<file path="src/rtl/seven_seg_pkg.sv">
// Shared definitions for the seven-segment scan controller: active-low
// cathode patterns {a,b,c,d,e,f,g}, converter FSM states and elaboration-time
// helper functions.
package seven_seg_pkg;

   localparam int unsigned SEG_W = 7;

   localparam logic [SEG_W-1:0] SEG_0     = 7'b0000001;
   localparam logic [SEG_W-1:0] SEG_1     = 7'b1001111;
   localparam logic [SEG_W-1:0] SEG_2     = 7'b0010010;
   localparam logic [SEG_W-1:0] SEG_3     = 7'b0000110;
   localparam logic [SEG_W-1:0] SEG_4     = 7'b1001100;
   localparam logic [SEG_W-1:0] SEG_5     = 7'b0100100;
   localparam logic [SEG_W-1:0] SEG_6     = 7'b0100000;
   localparam logic [SEG_W-1:0] SEG_7     = 7'b0001111;
   localparam logic [SEG_W-1:0] SEG_8     = 7'b0000000;
   localparam logic [SEG_W-1:0] SEG_9     = 7'b0000100;
   localparam logic [SEG_W-1:0] SEG_BLANK = 7'b1111111;
   localparam logic [SEG_W-1:0] SEG_DASH  = 7'b1111110;

   typedef enum logic [1:0] {
      CONV_IDLE  = 2'd0,
      CONV_SHIFT = 2'd1,
      CONV_DONE  = 2'd2
   } conv_state_t;

   // 10^n, used for the overflow threshold (n <= 8 fits comfortably in 64 bits)
   function automatic longint unsigned pow10(input int unsigned n);
      longint unsigned r;
      r = 64'd1;
      for (int unsigned i = 0; i < n; i++) r = r * 64'd10;
      return r;
   endfunction

   // Ceiling log2; clog2(1) = 0
   function automatic int unsigned clog2(input int unsigned v);
      int unsigned r;
      r = 0;
      while ((64'd1 << r) < 64'(v)) r++;
      return r;
   endfunction

   // BCD nibble to cathode pattern; non-decimal nibbles are dark
   function automatic logic [SEG_W-1:0] seg_decode(input logic [3:0] nib);
      case (nib)
         4'd0:    return SEG_0;
         4'd1:    return SEG_1;
         4'd2:    return SEG_2;
         4'd3:    return SEG_3;
         4'd4:    return SEG_4;
         4'd5:    return SEG_5;
         4'd6:    return SEG_6;
         4'd7:    return SEG_7;
         4'd8:    return SEG_8;
         4'd9:    return SEG_9;
         default: return SEG_BLANK;
      endcase
   endfunction

endpackage

</file>
<file path="src/rtl/bin2bcd_serial.sv">
// Sequential double-dabble binary-to-BCD converter with valid/ready intake.
// Ports:
//   clock_100Mhz  rising-edge clock
//   reset         synchronous, active-high; aborts any conversion in flight
//   value_in      unsigned binary value, taken on value_valid && value_ready
//   value_valid   value_in is offered
//   value_ready   converter idle (registered)
//   bcd           BCD shift register; holds the finished result while done_c is high
//   ovf           overflow flag of the value being converted
//   done_c        high for the single cycle in which bcd/ovf are final
module bin2bcd_serial
   import seven_seg_pkg::*;
#(
   parameter int unsigned BIN_WIDTH  = 16,
   parameter int unsigned NUM_DIGITS = 4
) (
   input  logic                    clock_100Mhz,
   input  logic                    reset,
   input  logic [BIN_WIDTH-1:0]    value_in,
   input  logic                    value_valid,
   output logic                    value_ready,
   output logic [4*NUM_DIGITS-1:0] bcd,
   output logic                    ovf,
   output logic                    done_c
);

   localparam int unsigned    BCD_W     = 4 * NUM_DIGITS;
   localparam int unsigned    CNT_W     = (clog2(BIN_WIDTH + 1) > 0) ? clog2(BIN_WIDTH + 1) : 1;
   localparam logic [63:0]    OVF_LIMIT = 64'(pow10(NUM_DIGITS));

   conv_state_t          state;
   logic [BIN_WIDTH-1:0] bin_sr;
   logic [CNT_W-1:0]     shift_cnt;
   logic [BCD_W-1:0]     bcd_adj_c;

   assign done_c = (state == CONV_DONE);

   // Add-3 correction applied to every nibble before each shift
   always_comb begin
      bcd_adj_c = bcd;
      for (int unsigned d = 0; d < NUM_DIGITS; d++) begin
         if (bcd[d*4 +: 4] >= 4'd5) bcd_adj_c[d*4 +: 4] = bcd[d*4 +: 4] + 4'd3;
      end
   end

   // Converter FSM: IDLE -> SHIFT (BIN_WIDTH cycles) -> DONE (1 cycle) -> IDLE
   always_ff @(posedge clock_100Mhz) begin
      if (reset) begin
         state       <= CONV_IDLE;
         value_ready <= 1'b1;
         bin_sr      <= '0;
         bcd         <= '0;
         ovf         <= 1'b0;
         shift_cnt   <= '0;
      end else begin
         case (state)
            CONV_IDLE: begin
               if (value_valid) begin
                  bin_sr      <= value_in;
                  bcd         <= '0;
                  ovf         <= (64'(value_in) >= OVF_LIMIT);
                  shift_cnt   <= '0;
                  value_ready <= 1'b0;
                  state       <= CONV_SHIFT;
               end
            end
            CONV_SHIFT: begin
               {bcd, bin_sr} <= {bcd_adj_c[BCD_W-2:0], bin_sr, 1'b0};
               shift_cnt     <= shift_cnt + CNT_W'(1);
               if (shift_cnt == CNT_W'(BIN_WIDTH - 1)) state <= CONV_DONE;
            end
            CONV_DONE: begin
               value_ready <= 1'b1;
               state       <= CONV_IDLE;
            end
            default: begin
               value_ready <= 1'b1;
               state       <= CONV_IDLE;
            end
         endcase
      end
   end

endmodule

</file>
<file path="src/rtl/seven_segment_scan_controller.sv">
// Multiplexed seven-segment driver: converts a binary value to decimal and
// scans the digits left to right with optional leading-zero blanking.
// Ports:
//   clock_100Mhz         rising-edge clock
//   reset                synchronous, active-high
//   value_in             unsigned binary value to display
//   value_valid          value_in is offered
//   value_ready          converter idle; transfer on valid && ready
//   blank_leading_zeros  1 blanks leading zero digits (live)
//   Anode_Activate       active-low one-cold digit enable, MSB = leftmost digit
//   LED_out              active-low cathodes {a,b,c,d,e,f,g}
//   overflow             displayed value was >= 10^NUM_DIGITS
module seven_segment_scan_controller
   import seven_seg_pkg::*;
#(
   parameter int unsigned NUM_DIGITS   = 4,
   parameter int unsigned BIN_WIDTH    = 16,
   parameter int unsigned REFRESH_BITS = 18
) (
   input  logic                  clock_100Mhz,
   input  logic                  reset,
   input  logic [BIN_WIDTH-1:0]  value_in,
   input  logic                  value_valid,
   output logic                  value_ready,
   input  logic                  blank_leading_zeros,
   output logic [NUM_DIGITS-1:0] Anode_Activate,
   output logic [SEG_W-1:0]      LED_out,
   output logic                  overflow
);

   localparam int unsigned BCD_W = 4 * NUM_DIGITS;
   localparam int unsigned IDX_W = (NUM_DIGITS > 1) ? clog2(NUM_DIGITS) : 1;

   logic [BCD_W-1:0]        conv_bcd;
   logic                    conv_ovf;
   logic                    conv_done_c;
   logic [BCD_W-1:0]        display;
   logic [REFRESH_BITS-1:0] prescaler;
   logic [IDX_W-1:0]        digit_idx;
   logic [IDX_W-1:0]        digit_pos_c;
   logic [3:0]              digit_nib_c;
   logic                    zero_run_c;
   logic                    digit_lz_c;
   logic [NUM_DIGITS-1:0]   anode_c;
   logic [SEG_W-1:0]        led_c;

   bin2bcd_serial #(
      .BIN_WIDTH  (BIN_WIDTH),
      .NUM_DIGITS (NUM_DIGITS)
   ) u_bin2bcd (
      .clock_100Mhz (clock_100Mhz),
      .reset        (reset),
      .value_in     (value_in),
      .value_valid  (value_valid),
      .value_ready  (value_ready),
      .bcd          (conv_bcd),
      .ovf          (conv_ovf),
      .done_c       (conv_done_c)
   );

   // Select the scanned digit; digit_idx 0 is the leftmost (highest nibble).
   // zero_run_c tracks "this and all more-significant nibbles are zero".
   always_comb begin
      digit_pos_c = IDX_W'(NUM_DIGITS - 1) - digit_idx;
      digit_nib_c = 4'd0;
      digit_lz_c  = 1'b0;
      zero_run_c  = 1'b1;
      anode_c     = '1;
      for (int p = NUM_DIGITS - 1; p >= 0; p--) begin
         zero_run_c = zero_run_c && (display[p*4 +: 4] == 4'd0);
         if (IDX_W'(p) == digit_pos_c) begin
            digit_nib_c = display[p*4 +: 4];
            digit_lz_c  = zero_run_c && (p != 0);
            anode_c[p]  = 1'b0;
         end
      end
   end

   // Segment pattern: overflow dash wins over blanking, blanking over decode
   always_comb begin
      led_c = seg_decode(digit_nib_c);
      if (overflow)                               led_c = SEG_DASH;
      else if (blank_leading_zeros && digit_lz_c) led_c = SEG_BLANK;
   end

   // Prescaler, scan index, display register and output registers
   always_ff @(posedge clock_100Mhz) begin
      if (reset) begin
         prescaler      <= '0;
         digit_idx      <= '0;
         display        <= '0;
         overflow       <= 1'b0;
         Anode_Activate <= '1;
         LED_out        <= SEG_BLANK;
      end else begin
         prescaler <= prescaler + REFRESH_BITS'(1);
         if (prescaler == '1) begin
            if (digit_idx == IDX_W'(NUM_DIGITS - 1)) digit_idx <= '0;
            else                                     digit_idx <= digit_idx + IDX_W'(1);
         end
         // Value and overflow flag change together so no slot mixes them
         if (conv_done_c) begin
            display  <= conv_bcd;
            overflow <= conv_ovf;
         end
         Anode_Activate <= anode_c;
         LED_out        <= led_c;
      end
   end

endmodule
</file>
<file path="config.mk">
export PLATFORM = sky130hd
export DESIGN_NAME = seven_segment_scan_controller
export DESIGN_NICKNAME = d
export VERILOG_FILES = /design/src/rtl/seven_seg_pkg.sv /design/src/rtl/bin2bcd_serial.sv /design/src/rtl/seven_segment_scan_controller.sv
export SDC_FILE = /design/constraint.sdc
export NUM_CORES = 1
export LEC_CHECK = 0
export CORE_MARGIN = 1.5
export CORE_UTILIZATION = 55
export DETAILED_ROUTE_END_ITERATION = 10
export DONT_BUFFER_PORTS = 1
export PLACE_DENSITY = 0.78
export SYNTH_ARGS = -nofsm -noshare
export SYNTH_HDL_FRONTEND = slang
export SYNTH_SLANG_ARGS = --single-unit
</file>
<file path="constraint.sdc">
create_clock -name clock_100Mhz -period 2.5 [get_ports clock_100Mhz]
set_input_delay 0.5 -clock clock_100Mhz [delete_from_list [all_inputs] [get_ports clock_100Mhz]]
set_output_delay 0.5 -clock clock_100Mhz [all_outputs]
set_load 0.02 [all_outputs]
</file>
==> impl_metrics.yaml <==
worst_setup_path:
  critPathArrivalTime_ps: 2520
  worst_r2r_path_depth: 10
  crit_path_start: "digit_idx[0]"
  start_kind: "register"
  critPathCapture: "LED_out[2]"
  r2r_slack_ps: 270
  crit_fanout: 12
  worst_setup_path_end_kind: "register"
  r2r_start: "digit_idx[0]"
  path_class: "reg2reg"
  r2r_end: "LED_out[2]"
  cp.required_ps: 2800
global_route:
  grt_overflow_total: 0
  grt_max_degree: 77
  antenna_found_initial: 0
  grt.total_usage_pct: 20.6
  grt_pass1_vias: 2884
  grt_pass1_wl_um: 12700
synthesis:
  synthArstFlopShare_pct: 0
  syn_avg_cell_area_um2: 8.41
  yosysTopAreaCell: "dfxtp_1"
  synth_ff_type: "dfxtp_1"
  ys_types: 48
  syn_inst: 489
  syn-cell-area_um2: 4110
  synth.net_count: 530
  synth-edff-count: 0
  synth.top_cells.by_count: "dfxtp_1, nand2_1, a21oi_1, nor2_1, nand3_1"
  synth_top_area_share_pct: 43.3
  yosysSeqAreaShare_pct: 43.3
  synth_seq_cells: 89
  yosys_warnings: 0
  synth.area.top_cells: "dfxtp_1, a21oi_1, nand2_1"
  synth.most_common_cell: "dfxtp_1"
timing:
  slew_viol_final: 0
  fmax_ghz: 0.448
  fin_crit_sh_pct: 89.2
  min_period_ps: 2230
  tns_ps: 0
  hold_viol_final: 0
  slew_headroom_pct: 54.4
  setup_violations: 0
  rsz0062_at_grt: "false"
  worst_pin_slew_ps: 684
  fin_skew_ps: 8.52
placement:
  dp_hpwl_um: 5300
  place.gp.congestion: 0.851
  io_buffer_count: 0
clock_tree:
  cts.clk_slew.worst_paths_ps: 80
  cts-hold-fix-buffers: 0
  cts_sinks: 89
  clock_path_buffers: 2
  root_buffer: "clkbuf_8"
  htreeDepth: 3
  cts_buffers: 9
  cts_tree: "done"
  insertion_delay_ps: 360
status:
  status: "finished clean"
final_layout:
  finalNetCount: 520
  antenna_cells: 0
  final_util_pct: 60.0
  area_delta_synth_final_pct: 5.93
  fillCellCount: 634
  multi_input_area_um2: 2130
  drive_above_1_share_pct: 7.02
  seq_area_um2: 1780
power:
  vdd_drop_max_v: 0.000226
  power_leakage_nw: 1.57
  design_power_total_mw: 2.58
  p_per_area_nw_per_um2: 593
floorplanning:
  die_h_um: 89.5
  die-area_um2: 8000
  rows: 31
  design.core.area_um2: 7250
  die_w_um: 89.5
  ios: 33
  start_util_pct: 56.7
detailed_routing:
  drc: 0
  first_pass_iters: 4
  antenna_left: 0
  dr_total_vias: 3264
  wirelength_um: 7840
  wl_per_cell_um: 13.4
  viasPerCell: 5.60
  drt_first_iter_violations: 189
job:
  drv_cap: 0
hold_path:
  hold_class: "in2reg"
critical path, stage by stage, from the launching register on:
cell and delay [ps]:
dfxtp_1 400, inv_1 100, ha_1 330, nor2_1 200
nand3_1 110, a32oi_2 270, inv_1 150, ha_1 240
o21ai_1 150, a21oi_1 70, o21ai_1 140
placed cells by master, fill, tap and decap left out, types with 2 or more instances in the layout:
master	instances
nor2_1	45
mux2i_1	3
xor2_1	13
nor4_1	2
and4_1	3
nand2b_1	6
clkinvlp_4	2
nor3_1	9
nor2b_1	5
o21ai_0	4
clkbuf_8	9
a2bb2oi_2	2
nand4_1	4
nand2_1	71
ha_1	21
buf_4	7
inv_1	18
xnor2_1	9
a22oi_1	16
and3_1	4
dfxtp_1	89
o21ai_1	16
nor3b_1	3
a211oi_1	2
a21oi_1	58
a31oi_1	5
nand3b_1	4
o31ai_1	2
nand3_1	24
and2_1	6
kinds of logic (layout without fill, tap and decap cells):
family / count (synthesis) / after routing / synth area share, %
buffers and inverters: 47 / 42 / 5.08
adders and majority gates: 21 / 21 / 6.39
and+or+nand+nor: 193 / 193 / 22.9
AOI/OAI and AO/OA: 113 / 113 / 16.5
DFF: 89 / 89 / 43.3
xor gates and xnor gates: 23 / 23 / 5.08
muxes: 3 / 3 / 0.730
state kept, by name (all words and copies together), names as in the netlist:
name / flops
LED_out: 7
u_bin2bcd.shift_cnt: 5
display: 16
u_bin2bcd.ovf: 1
u_bin2bcd.bcd: 16
u_bin2bcd.bin_sr: 16
Anode_Activate: 4
digit_idx: 2
u_bin2bcd.value_ready: 1
overflow: 1
prescaler: 18
u_bin2bcd.state: 2
per-stage QoR:
step,hold WS [ps],worst slack (ps),instance area (µm²),cells
CTS,186,159,4350,583
floorplan,413,457,4110,489
global placement,417,362,4150,567
detailed placement,430,191,4150,567
finish,207,270,4360,583
global route,187,29.7,4360,583
power by group:
part           switching [mW]  leakage (nW)  total [mW]  internal, mW
clock                   0.510        0.0929       0.976         0.466
combinational          0.0797         0.754       0.126        0.0467
sequential             0.0290         0.723        1.48          1.45
total                   0.619          1.57        2.58          1.96
routing by layer:
layer | GRT usage [%] | part of all wire, %
met1 | 25.8 | 46
met2 | 34.4 | 48
met3 | 5.26 | 5.0
met4 | 6.99 | 0.87
met5 | 0 | 0
how the worst min path moves through the flow:
stage                     cells after the start       endpoint  slack, ps         start
after global routing                          1  prescaler[13]        190         reset
after CTS                                     1  prescaler[13]        190         reset
after floorplan                               1   prescaler[0]        410  prescaler[0]
after detailed placement                      1   prescaler[0]        430  prescaler[0]
final                                         1  prescaler[13]        210         reset
after global placement                        1   prescaler[0]        420  prescaler[0]
area by class of cell:
class                      count  area share [%]
sequential                    89            40.9
tap                           99            2.84
clock inverter                 6            1.55
inverter                      19            1.64
clock buffer                  10            2.93
timing repair buffer           7            1.21
multi-input combinational    353            48.9
what timing repair did:
item / 4_1_cts / 5_1_grt
resized for setup: 0 / 1
endpoints found under the setup margin: 0 / 4
buffers inserted: 0 / 0
No activity file was read; power rests on OpenSTA's default activity.
